<file path="config.mk">
export PLATFORM = sky130hd
export DESIGN_NAME = aud_adc_capture
export DESIGN_NICKNAME = d
export VERILOG_FILES = /design/src/rtl/aud_pkg.sv /design/src/rtl/aud_sync_edge.sv /design/src/rtl/aud_adc_capture.sv
export SDC_FILE = /design/constraint.sdc
export NUM_CORES = 1
export LEC_CHECK = 0
export ABC_CLOCK_PERIOD_IN_PS = 2400
export CAP_MARGIN = 0
export CORE_MARGIN = 2
export CORE_UTILIZATION = 58
export CTS_CLUSTER_DIAMETER = 40
export CTS_CLUSTER_SIZE = 30
export DETAILED_ROUTE_END_ITERATION = 8
export PLACE_DENSITY = 0.86
export REMOVE_ABC_BUFFERS = 1
export SYNTH_ARGS = -nofsm -noshare
export SYNTH_HDL_FRONTEND = slang
export SYNTH_SLANG_ARGS = --single-unit
</file>
<file path="constraint.sdc">
create_clock -name clk -period 2.4 [get_ports clk]
set_input_delay 0.6 -clock clk [delete_from_list [all_inputs] [get_ports clk]]
set_output_delay 0.6 -clock clk [all_outputs]
set_load 0.1 [all_outputs]
</file>
<file path="src/rtl/aud_pkg.sv">
// Shared definitions for the audio ADC capture front-end.
// Capture FSM state encoding, default widths and channel codes.
package aud_pkg;

    typedef enum logic [2:0] {
        IDLE       = 3'd0,
        WAIT_FRAME = 3'd1,
        SKIP       = 3'd2,
        SHIFT      = 3'd3,
        LOAD       = 3'd4
    } cap_state_t;

    localparam int AUD_SAMPLE_W_DEF = 16;
    localparam int AUD_I2S_DELAY    = 1;
    localparam int CHAN_LEFT        = 0;
    localparam int CHAN_RIGHT       = 1;

endpackage

</file>
<file path="src/rtl/aud_sync_edge.sv">
// Multi-flop synchronizer with registered level and edge outputs.
// Ports: clk, rst (async, active-low), d (async in), level, rise, fall.
module aud_sync_edge #(
    parameter int SYNC_STAGES = 2
) (
    input  logic clk,
    input  logic rst,
    input  logic d,
    output logic level,
    output logic rise,
    output logic fall
);

    logic [SYNC_STAGES-1:0] sync;

    // level, rise and fall all come out of the same register stage,
    // so an edge is flagged in the cycle the new level first appears.
    always_ff @(posedge clk or negedge rst) begin
        if (!rst) begin
            sync  <= '0;
            level <= 1'b0;
            rise  <= 1'b0;
            fall  <= 1'b0;
        end else begin
            sync  <= {sync[SYNC_STAGES-2:0], d};
            level <= sync[SYNC_STAGES-1];
            rise  <= sync[SYNC_STAGES-1] & ~level;
            fall  <= ~sync[SYNC_STAGES-1] & level;
        end
    end

endmodule

</file>
<file path="src/rtl/aud_adc_capture.sv">
// I2S ADC capture: syncs BCLK/LRCK/DAT, deserializes one channel MSB-first,
// and presents each word on a valid/ready port with a sticky overrun flag.
// Ports: clk, rst (async, active-low), en, aud_bclk, aud_adclrck,
//   aud_adcdat, sample_data/sample_valid/sample_ready, overrun, frame_err,
//   bit_out/bit_strobe (sign-bit stream, only with AUD_CAP_BITSTREAM_EN).
module aud_adc_capture
    import aud_pkg::*;
#(
    parameter int SAMPLE_W    = AUD_SAMPLE_W_DEF,
    parameter int SYNC_STAGES = 2,
    parameter int CHAN_SEL    = CHAN_LEFT
) (
    input  logic                clk,
    input  logic                rst,
    input  logic                en,
    input  logic                aud_bclk,
    input  logic                aud_adclrck,
    input  logic                aud_adcdat,
    output logic [SAMPLE_W-1:0] sample_data,
    output logic                sample_valid,
    input  logic                sample_ready,
    output logic                overrun,
    output logic                frame_err,
    output logic                bit_out,
    output logic                bit_strobe
);

    localparam int   CW       = $clog2(SAMPLE_W);
    localparam logic CHAN_LVL = (CHAN_SEL == CHAN_RIGHT);

    logic bclk_lvl, bclk_rise, bclk_fall;
    logic lrck_s, lrck_rise, lrck_fall;
    logic dat_s, dat_rise, dat_fall;
    logic unused_sync;

    aud_sync_edge #(.SYNC_STAGES(SYNC_STAGES)) u_bclk (
        .clk(clk), .rst(rst), .d(aud_bclk),
        .level(bclk_lvl), .rise(bclk_rise), .fall(bclk_fall)
    );

    aud_sync_edge #(.SYNC_STAGES(SYNC_STAGES)) u_lrck (
        .clk(clk), .rst(rst), .d(aud_adclrck),
        .level(lrck_s), .rise(lrck_rise), .fall(lrck_fall)
    );

    aud_sync_edge #(.SYNC_STAGES(SYNC_STAGES)) u_dat (
        .clk(clk), .rst(rst), .d(aud_adcdat),
        .level(dat_s), .rise(dat_rise), .fall(dat_fall)
    );

    assign unused_sync = ^{bclk_lvl, bclk_fall, lrck_rise,
                           lrck_fall, dat_rise, dat_fall};

    cap_state_t          state, state_nx;
    logic [SAMPLE_W-1:0] shift;
    logic [CW-1:0]       cnt;
    logic                lrck_prev;
    logic                lrck_chg;
    logic                frame_start;
    logic                do_shift;
    logic                short_frame;
    logic                load_ok;

    // LRCK is only compared between bit events, never clk to clk.
    assign lrck_chg    = bclk_rise & (lrck_s != lrck_prev);
    assign frame_start = lrck_chg & (lrck_s == CHAN_LVL);
    assign load_ok     = ~sample_valid | sample_ready;

    always_ff @(posedge clk or negedge rst) begin
        if (!rst) begin
            lrck_prev <= 1'b0;
        end else if (bclk_rise) begin
            lrck_prev <= lrck_s;
        end
    end

    always_ff @(posedge clk or negedge rst) begin
        if (!rst) begin
            state <= IDLE;
        end else begin
            state <= state_nx;
        end
    end

    always_comb begin
        state_nx    = state;
        do_shift    = 1'b0;
        short_frame = 1'b0;
        unique case (state)
            IDLE:       state_nx = WAIT_FRAME;
            WAIT_FRAME: if (frame_start) state_nx = SKIP;
            SKIP:       if (bclk_rise) state_nx = SHIFT;
            SHIFT: begin
                if (lrck_chg) begin
                    short_frame = 1'b1;
                    state_nx    = (lrck_s == CHAN_LVL) ? SKIP : WAIT_FRAME;
                end else if (bclk_rise) begin
                    do_shift = 1'b1;
                    if (cnt == CW'(SAMPLE_W - 1)) state_nx = LOAD;
                end
            end
            LOAD:       state_nx = WAIT_FRAME;
            default:    state_nx = IDLE;
        endcase
        if (!en) begin
            state_nx    = IDLE;
            do_shift    = 1'b0;
            short_frame = 1'b0;
        end
    end

    always_ff @(posedge clk or negedge rst) begin
        if (!rst) begin
            shift        <= '0;
            cnt          <= '0;
            sample_data  <= '0;
            sample_valid <= 1'b0;
            overrun      <= 1'b0;
            frame_err    <= 1'b0;
        end else if (!en || state == IDLE) begin
            shift        <= '0;
            cnt          <= '0;
            sample_valid <= 1'b0;
            overrun      <= 1'b0;
            frame_err    <= 1'b0;
        end else begin
            frame_err <= short_frame;
            if (do_shift) begin
                shift <= {shift[SAMPLE_W-2:0], dat_s};
                cnt   <= cnt + CW'(1);
            end else if (state != SHIFT) begin
                cnt <= '0;
            end
            if (state == LOAD) begin
                if (load_ok) begin
                    sample_data  <= shift;
                    sample_valid <= 1'b1;
                end else begin
                    overrun <= 1'b1;
                end
            end else if (sample_valid && sample_ready) begin
                sample_valid <= 1'b0;
            end
        end
    end

`ifdef AUD_CAP_BITSTREAM_EN
    always_ff @(posedge clk or negedge rst) begin
        if (!rst) begin
            bit_out    <= 1'b0;
            bit_strobe <= 1'b0;
        end else if (!en) begin
            bit_strobe <= 1'b0;
        end else begin
            bit_strobe <= (state == LOAD) && load_ok;
            if (state == LOAD && load_ok) begin
                bit_out <= shift[SAMPLE_W-1];
            end
        end
    end
`else
    assign bit_out    = 1'b0;
    assign bit_strobe = 1'b0;
`endif

endmodule

</file>
[Word level (Yosys, flattened, before mapping)]
Cells that the tools add are included.
Operators by class
  add/subtract/negate cells: 1
  equal/unequal tests: 13
  multiplexer cells: 28
  bitwise gates (word level): 8
  reductions and logical operators: 13
Operators with widths (count)
  $mux W16: 2
  $mux W3: 6
  $mux W1: 15
  $mux W4: 3
  $pmux W3 S4: 1
  $eq A3 B2 Y1 const B: 2
  $ne A3 B2 Y1 const B: 2
  $ne A3 B3 Y1 const B: 2
  $reduce_bool A3 Y1: 2
  $add A4 B1 Y4 const B: 1
  $eq A4 B4 Y1 const B: 1
  $ne A4 B3 Y1 const B: 1
  $ne A4 B4 Y1 const B: 1
  $not A1 Y1: 4
  $reduce_and A2 Y1: 2
  $reduce_and A4 Y1: 1
  $reduce_bool A2 Y1: 2
  $and A1 B1 Y1: 3
  $eq A3 B1 Y1 const B: 1
  $eq A3 B3 Y1 const B: 1
  $logic_not A3 Y1: 1
  $reduce_and A3 Y1: 1
  $mux W2: 1
  $ne A2 B1 Y1 const B: 1
  other kinds (6): 6
Storage, ports and cells
  register bits: 53
  input port bits: 7
  output and inout port bits: 21
  logic and storage cells: 78

[Logic depth before layout (Yosys ltp)]
Gate-level depths: netlist (run 1).
  depth after elaboration: 7
  mapped depth: 6
  gate-level depth less buffers: 4

[By module]
Synthesis (run 1) repeated with hierarchy kept, for this count alone.
Unflattened totals
  cell total of the unflattened synthesis: 157
  area total of the unflattened synthesis: 2224.6 µm²
By module, submodules not included
  aud_adc_capture: times used 1, cells an instance 136, area an instance 1804.2 µm²
  aud_sync_edge: times used 3, cells an instance 7, area an instance 140.1 µm²

[Worst setup path before layout (run 1)]
No wires, ideal clock.
  kind: register to register
  from: reg sample_valid
  to: reg sample_data[10]
  library setup time: 125 ps
  arrival: 1811 ps
  required time: 2275 ps
  path slack: 463 ps
  stages on the path, launching flop included: 5
  buffers on the path: 1
  clock period less this slack: 1937 ps
  cell sequence: dfrtp_1 nand2_1 nand4_4 buf_6 mux2_4
Between the ends
  longest elaborated chain between the ends: 3
RTL lines
  start: declaration: RTL line aud_adc_capture.sv:20  | output logic sample_valid,
  start signal: assignment: RTL line aud_adc_capture.sv:117  | sample_valid <= 1'b0;
  start signal: assignment: RTL line aud_adc_capture.sv:123  | sample_valid <= 1'b0;
  start signal: assignment: RTL line aud_adc_capture.sv:137  | sample_valid <= 1'b1;
  $not A1 Y1: RTL line aud_adc_capture.sv:67  | assign load_ok = ~sample_valid | sample_ready;
  $or A1 B1 Y1: RTL line aud_adc_capture.sv:67
  $reduce_and A3 Y1 (no source line)
  end signal: assignment: RTL line aud_adc_capture.sv:136  | sample_data <= shift;
  end: declaration: RTL line aud_adc_capture.sv:19  | output logic [SAMPLE_W-1:0] sample_data,
Every way passes these cells.
A chain may end at the register's enable or synchronous reset.

[Worst setup path after layout (run 1)]
  from: in en
  to: reg sample_data[5]
Between the ends
  longest elaborated chain between the ends: 4
RTL lines
  start: declaration: RTL line aud_adc_capture.sv:15  | input logic en,
  $logic_not A1 Y1: RTL line aud_adc_capture.sv:120  | end else if (!en || state == IDLE) begin
  $logic_or A1 B1 Y1: RTL line aud_adc_capture.sv:120
  $not A1 Y1 (no source line)
  $reduce_and A3 Y1 (no source line)
Every way passes these cells.

==> results of run 1 <==
[stage by stage]
step | area, um2 | hold WS [ns]
floorplan | 2066 | 0.3044
global placement | 2338 | 0.3315
detailed placement | 2338 | 0.3372
CTS | 2421 | 0.3548
global route | 2421 | 0.3726
finish | 2421 | 0.3512
[power groups by stage]
stage	clock network [mW]	registers [mW]	logic (mW)
2_1_floorplan	0	0.972	0.108
3_3_place_gp	0	0.976	0.159
3_5_place_dp	0	0.980	0.166
4_1_cts	0.486	0.961	0.167
5_1_grt	0.530	0.967	0.181
6_report	0.466	0.960	0.166
[cells by family after synthesis]
logic type	count (synthesis)	synth area share (%)
other cells	1	0.1755
flops	53	62.06
xor+xnor	4	1.991
fa+ha+maj	1	0.5854
simple gates	28	9.368
mux	17	10.71
buf+inv	10	3.864
compound gates	30	11.24
[worst max path at each step]
stage                     endpoint  cells past startpoint          from  slack [ns]
floorplan           sample_data[0]                      3  sample_valid        0.47
global placement    sample_data[9]                      3            en        0.31
detailed placement  sample_data[7]                      3            en        0.26
CTS                 sample_data[5]                      3            en        0.58
global route             shift[13]                      5            en        0.54
finish              sample_data[5]                      3            en        0.57
[worst max-delay path, delay by kind of cell]
| family | cells | cell delay [ns] |
|---|---|---|
| buffers and inverters | 1 | 0.60 |
| AND/OR/NAND/NOR | 1 | 0.39 |
| multiplexers | 1 | 0.42 |
[cells in the mapped netlist, types with 2 or more instances]
cell type | count | area [um2]
mux2_2 | 7 | 78.83
a31oi_1 | 3 | 18.77
nor2b_1 | 3 | 18.77
nor3_1 | 2 | 10.01
xor2_1 | 3 | 26.28
nor2_8 | 2 | 40.04
buf_4 | 4 | 30.03
a22o_1 | 16 | 140.1
nor2_1 | 4 | 15.01
dfrtp_1 | 53 | 1326
buf_6 | 4 | 45.04
nand3_1 | 4 | 20.02
o21ai_0 | 3 | 15.01
nand2_1 | 6 | 22.52
a21oi_1 | 2 | 10.01
mux2_4 | 10 | 150.1
and2_1 | 2 | 12.51
[metal layers]
metal	share of wire (%)	global-route usage, %	vias up
met5	0	0	-
met4	1.6	7.979	0
met3	4.2	5.556	7
met2	50	28.35	27
met1	44	24.85	601
li1	-	-	565
[sequential cells by signal, summed over array words and instances, names as in the netlist, 2 cells and up]
register,flops
state,3
cnt,4
shift,16
u_lrck.sync,2
u_bclk.sync,2
u_dat.sync,2
sample_data,16
[area by class of cell]
cell class / count / area [um2] / area share [%]
tap: 48 / 60.06 / 2.481
clock buffer: 6 / 72.57 / 2.997
sequential: 53 / 1326 / 54.78
multi-input combinational: 82 / 732.0 / 30.23
timing repair buffer: 27 / 212.7 / 8.786
clock inverter: 2 / 10.01 / 0.4134
inverter: 2 / 7.507 / 0.3101
==> impl_metrics.tcl, run 1 <==
set metrics [dict create \
    syn_inst 144 \
    rr_worst_depth 3 \
    tightest_slew_ns 0.6486 \
    grt_pass1_wl_um 5871 \
    fin_util_pct 67.14 \
    p_seq_share_pct 60.3 \
    switching_power_uw 415.6 \
    worstPathRequired_ns 2.58 \
    postRouteAntennaNets 0 \
    clk_path_buf_depth 2 \
    grt_pass1_vias 1264 \
    synth_area_mm2 0.002137 \
    yosysSeqAreaShare_pct 62.06 \
    rows 22 \
    syn_avg_cell_area_um2 14.84 \
    cts_tree "yes" \
    die_area_mm2 0.004186 \
    synth-edff-count 0 \
    run_status "complete, no violations" \
    cts_sinks 53 \
    rr_startpoint "state[0]" \
    stdcell_count 220 \
    rsz0062_at_grt "false" \
    gp_congestion 0.7744 \
    final_common_cell "dfrtp_1" \
    clk_pin_slew_ns 0.09 \
    p_clk_share_pct 29.3 \
    worstHoldPathType "reg -> reg" \
    coreArea_mm2 0.003606 \
    path_cells "clkdlybuf4s50_1 > nand4_4 > mux2_4" \
    yosysWarnings 0 \
    fmax_ghz 0.5451 \
    async_flop_share_pct 100.0 \
    post_cts_buffers 0 \
    finalWorstSetupSlack_ns 0.5656 \
    cts-root-buf "clkbuf_8" \
    drtIter0Drc 69 \
    final.min_clock_period_ns 1.834 \
    area_growth_pct 13.29 \
    power_frac_comb_pct 10.4 \
    cts_inserted_buffers 5 \
    cp-end-kind "register" \
    rr_endpoint "sample_data[5]" \
    leakagePower_nw 1.211 \
    fin_crit_sh_pct 76.44 \
    ioPinCount 28 \
    clk-insertion-delay-late_ns 0.30 \
    antenna_cells 0 \
    ctsHoldBuffers 0 \
    dp.final_hpwl_um 2203 \
    min_from "u_lrck.sync[1]" \
    nFillCells 263 \
    drive_above_1_share_pct 32.56 \
    grt_usage_pct 18.57 \
    dp_slack_ns 0.2551 \
    crit_slowest_cell "clkdlybuf4s50_1" \
    wl_per_cell_um 15.19 \
    setup_viol_count_final 0 \
    cap_violations 0 \
    most-common-layout-cells "dfrtp_1, buf_4, a22o_1" \
    num_vias 1200 \
    switching_share_pct 26.11 \
    synth_flop_cell "dfrtp_1" \
    r2r_setup_slack_ns 0.74 \
    fp.dieW_um 64.70 \
    htreeDepth 2 \
    slew_viol_final 0 \
    dp_cells 212 \
    synth.distinct_cells 33 \
    start_util_pct 59.26 \
    tns_ns 0 \
    max_stage_delay_ns 0.60 \
    drc 0 \
    antenna_found_initial 0 \
    grt_max_degree 54 \
    powerDensity_mw_per_mm2 657.5 \
    cp.arrival_ns 2.02 \
    routed_wl_um 3341 \
    nNetsFinal 179 \
    clock_skew_ns 0.006838 \
    portBuffers 25 \
    path_max_fanout 16 \
    ys_seq_elements 53 \
    slew_headroom_pct 56.76 \
    grt_overflow 0 \
    vdd_ir_drop_max_mv 0.5184 \
    hold_end "u_lrck.level" \
    vias_per_cell 5.455 \
    hold_violations 0 \
    min_path_cells 0 \
    critPathLaunchType "primary input" \
    dr.pass1.iters 4 \
    die_y_um 64.70 \
    crit_type "in -> reg" \
    internal-power_mw 1.176 \
    post_cts_resized 0 \
    power_mw 1.592 \
]
No activity file was read; power rests on OpenSTA's default activity.
==> run 2, diff against run 1 <==
- ABC_CLOCK_PERIOD_IN_PS: 2400 -> 1600
- CORE_UTILIZATION: 58 -> 48
- PLACE_DENSITY: 0.86 -> 0.77
- clock period: 2.4 -> 1.6 ns (I/O delays scaled with it)
==> run 2 against run 1 <==
  * Register-to-register slack worse by 0.60 ns
  * Die area rose by 19%
  * Flip-flop and latch count unchanged
  * Cell count grew 5.5%
  * Clock-buffer cell count is 1 lower
  * Clock power grew 62%
  * Clock skew is 0.0018 ns higher
  * Non-clock buffer count up 8
  * Utilization fell by 3.1 points
  * Global-route usage fell by 3.1 points
  * Total power increased by 58%
  * Sequential power is 48% higher
  * Critical endpoint is now state[0]
  * Largest power group unchanged
==> impl_metrics.tcl, run 2 (same netlist as run 1, synthesis figures left out) <==
set metrics [dict create \
    die_y_um 70.73 \
    finalWorstSetupSlack_ns 0.1375 \
    slew_viol_final 0 \
    fin_hold_ws_ns 0.07482 \
    wl_per_cell_um 15.47 \
    cp.arrival_ns 1.69 \
    setup_viol_count_final 0 \
    cp-end-kind "register" \
    powerDensity_mw_per_mm2 908.2 \
    gp_congestion 0.7962 \
    critPathLaunchType "register" \
    clock_skew_ns 0.008637 \
    cts_inserted_buffers 5 \
    hold_violations 0 \
    crit_family "compound AO/OA/AOI/OAI gates" \
    fp.dieW_um 70.73 \
    cts_tree "yes" \
    clk_path_buf_depth 2 \
    cts-root-buf "clkbuf_8" \
    fin_crit_sh_pct 91.41 \
    area_growth_pct 29.57 \
    grt_max_degree 54 \
    path_cells "ha_1 > a32o_1 > a221o_1 > a31oi_1" \
    post-route-cell-area_mm2 0.002769 \
    leakagePower_nw 1.313 \
    drc 0 \
    p_seq_share_pct 56.4 \
    p_clk_share_pct 30.0 \
    ctsHoldBuffers 0 \
    run_status "complete, no violations" \
    die_area_mm2 0.005002 \
    cts_sinks 53 \
    worstHoldPathType "in -> async" \
    max_stage_delay_ns 0.42 \
    coreArea_mm2 0.004324 \
    switching_share_pct 27.25 \
    htreeDepth 2 \
    clk_pin_slew_ns 0.10 \
    cap_violations 0 \
    clk-insertion-delay-late_ns 0.31 \
    worstPathRequired_ns 1.83 \
    final.min_clock_period_ns 1.463 \
    routed_wl_um 3588 \
    rsz0062_at_grt "false" \
    start_util_pct 49.42 \
    grt_usage_pct 15.44 \
    vdd_ir_drop_max_mv 0.5266 \
    most-common-layout-cells "dfrtp_1, buf_12, a22o_1" \
    rows 24 \
    post_cts_resized 0 \
    crit_slowest_cell "dfrtp_1" \
    antenna_cells 0 \
    grt_pass1_wl_um 6058 \
    vias_per_cell 5.267 \
    dp.final_hpwl_um 2492 \
    largestRegisters "sample_data: 16 flops, shift: 16 flops, cnt: 4 flops" \
    rr_startpoint "cnt[0]" \
    crit_type "reg -> reg" \
    path_max_fanout 3 \
    final_common_cell "dfrtp_1" \
    grt_pass1_vias 1269 \
    postRouteAntennaNets 0 \
    dpl_cell_area_mm2 0.002679 \
    switching_power_uw 685.3 \
    num_vias 1222 \
    internal-power_mw 1.829 \
    grt_overflow 0 \
    dr.pass1.iters 4 \
    nNetsFinal 187 \
    power_frac_comb_pct 13.6 \
    antenna_found_initial 0 \
    ioPinCount 28 \
    post_cts_buffers 0 \
    fmax_ghz 0.6838 \
    drive_above_1_share_pct 36.11 \
    critical_path.startpoint "cnt[0]" \
    dp_slack_ns -0.1532 \
    drtIter0Drc 72 \
    portBuffers 25 \
    crit_buf_inv 0 \
]
## run 2: cell type report
cell class / count / area (um2)
clock buffers: 5 / 68.82
clock inverters: 3 / 21.27
fillers: 318 / 1555
inverters: 2 / 7.507
multi-input cells: 82 / 732.0
flip-flops and latches: 53 / 1326
well taps: 52 / 65.06
repair buffers: 35 / 548.0
## run 2: worst paths after layout
path	end	slack, ns	depth (start not counted)
hold / removal	cnt[3]	0.07	2
setup reg to reg	state[0]	0.14	4
setup / recovery	state[0]	0.14	4
max in group asynchronous	shift[8]	1.30	2
hold reg to reg	u_lrck.sync[1]	0.35	0
min in group clk	u_lrck.sync[1]	0.35	0
## run 2: per-layer routing
metal	track usage, %	wire length, um	vias up	share of wire [%]
met4	3.774	7	0	0.20
met5	0	0	-	0
li1	-	-	574	-
met2	25.96	1909	24	53
met3	4.274	131	2	3.7
met1	20.04	1539	622	43
## run 2: metrics by stage
stage          setup TNS [ns]  util, %  power, mW  instances
6_report                    0    64.03      2.515        232
5_1_grt                     0    64.03      2.623        232
4_1_cts                     0    64.03      2.543        232
3_5_place_dp           -3.810    61.95      1.789        224
3_3_place_gp           -3.507    61.95      1.769        224
2_1_floorplan          -4.856        -      1.620        137
## run 2: power groups by stage
| stage | logic (mW) | clock network, mW | registers [mW] |
|---|---|---|---|
| after global routing | 0.369 | 0.830 | 1.42 |
| after global placement | 0.330 | 0 | 1.44 |
| final | 0.342 | 0.755 | 1.42 |
| after CTS | 0.344 | 0.779 | 1.42 |
| after detailed placement | 0.342 | 0 | 1.45 |
| after floorplan | 0.163 | 0 | 1.46 |
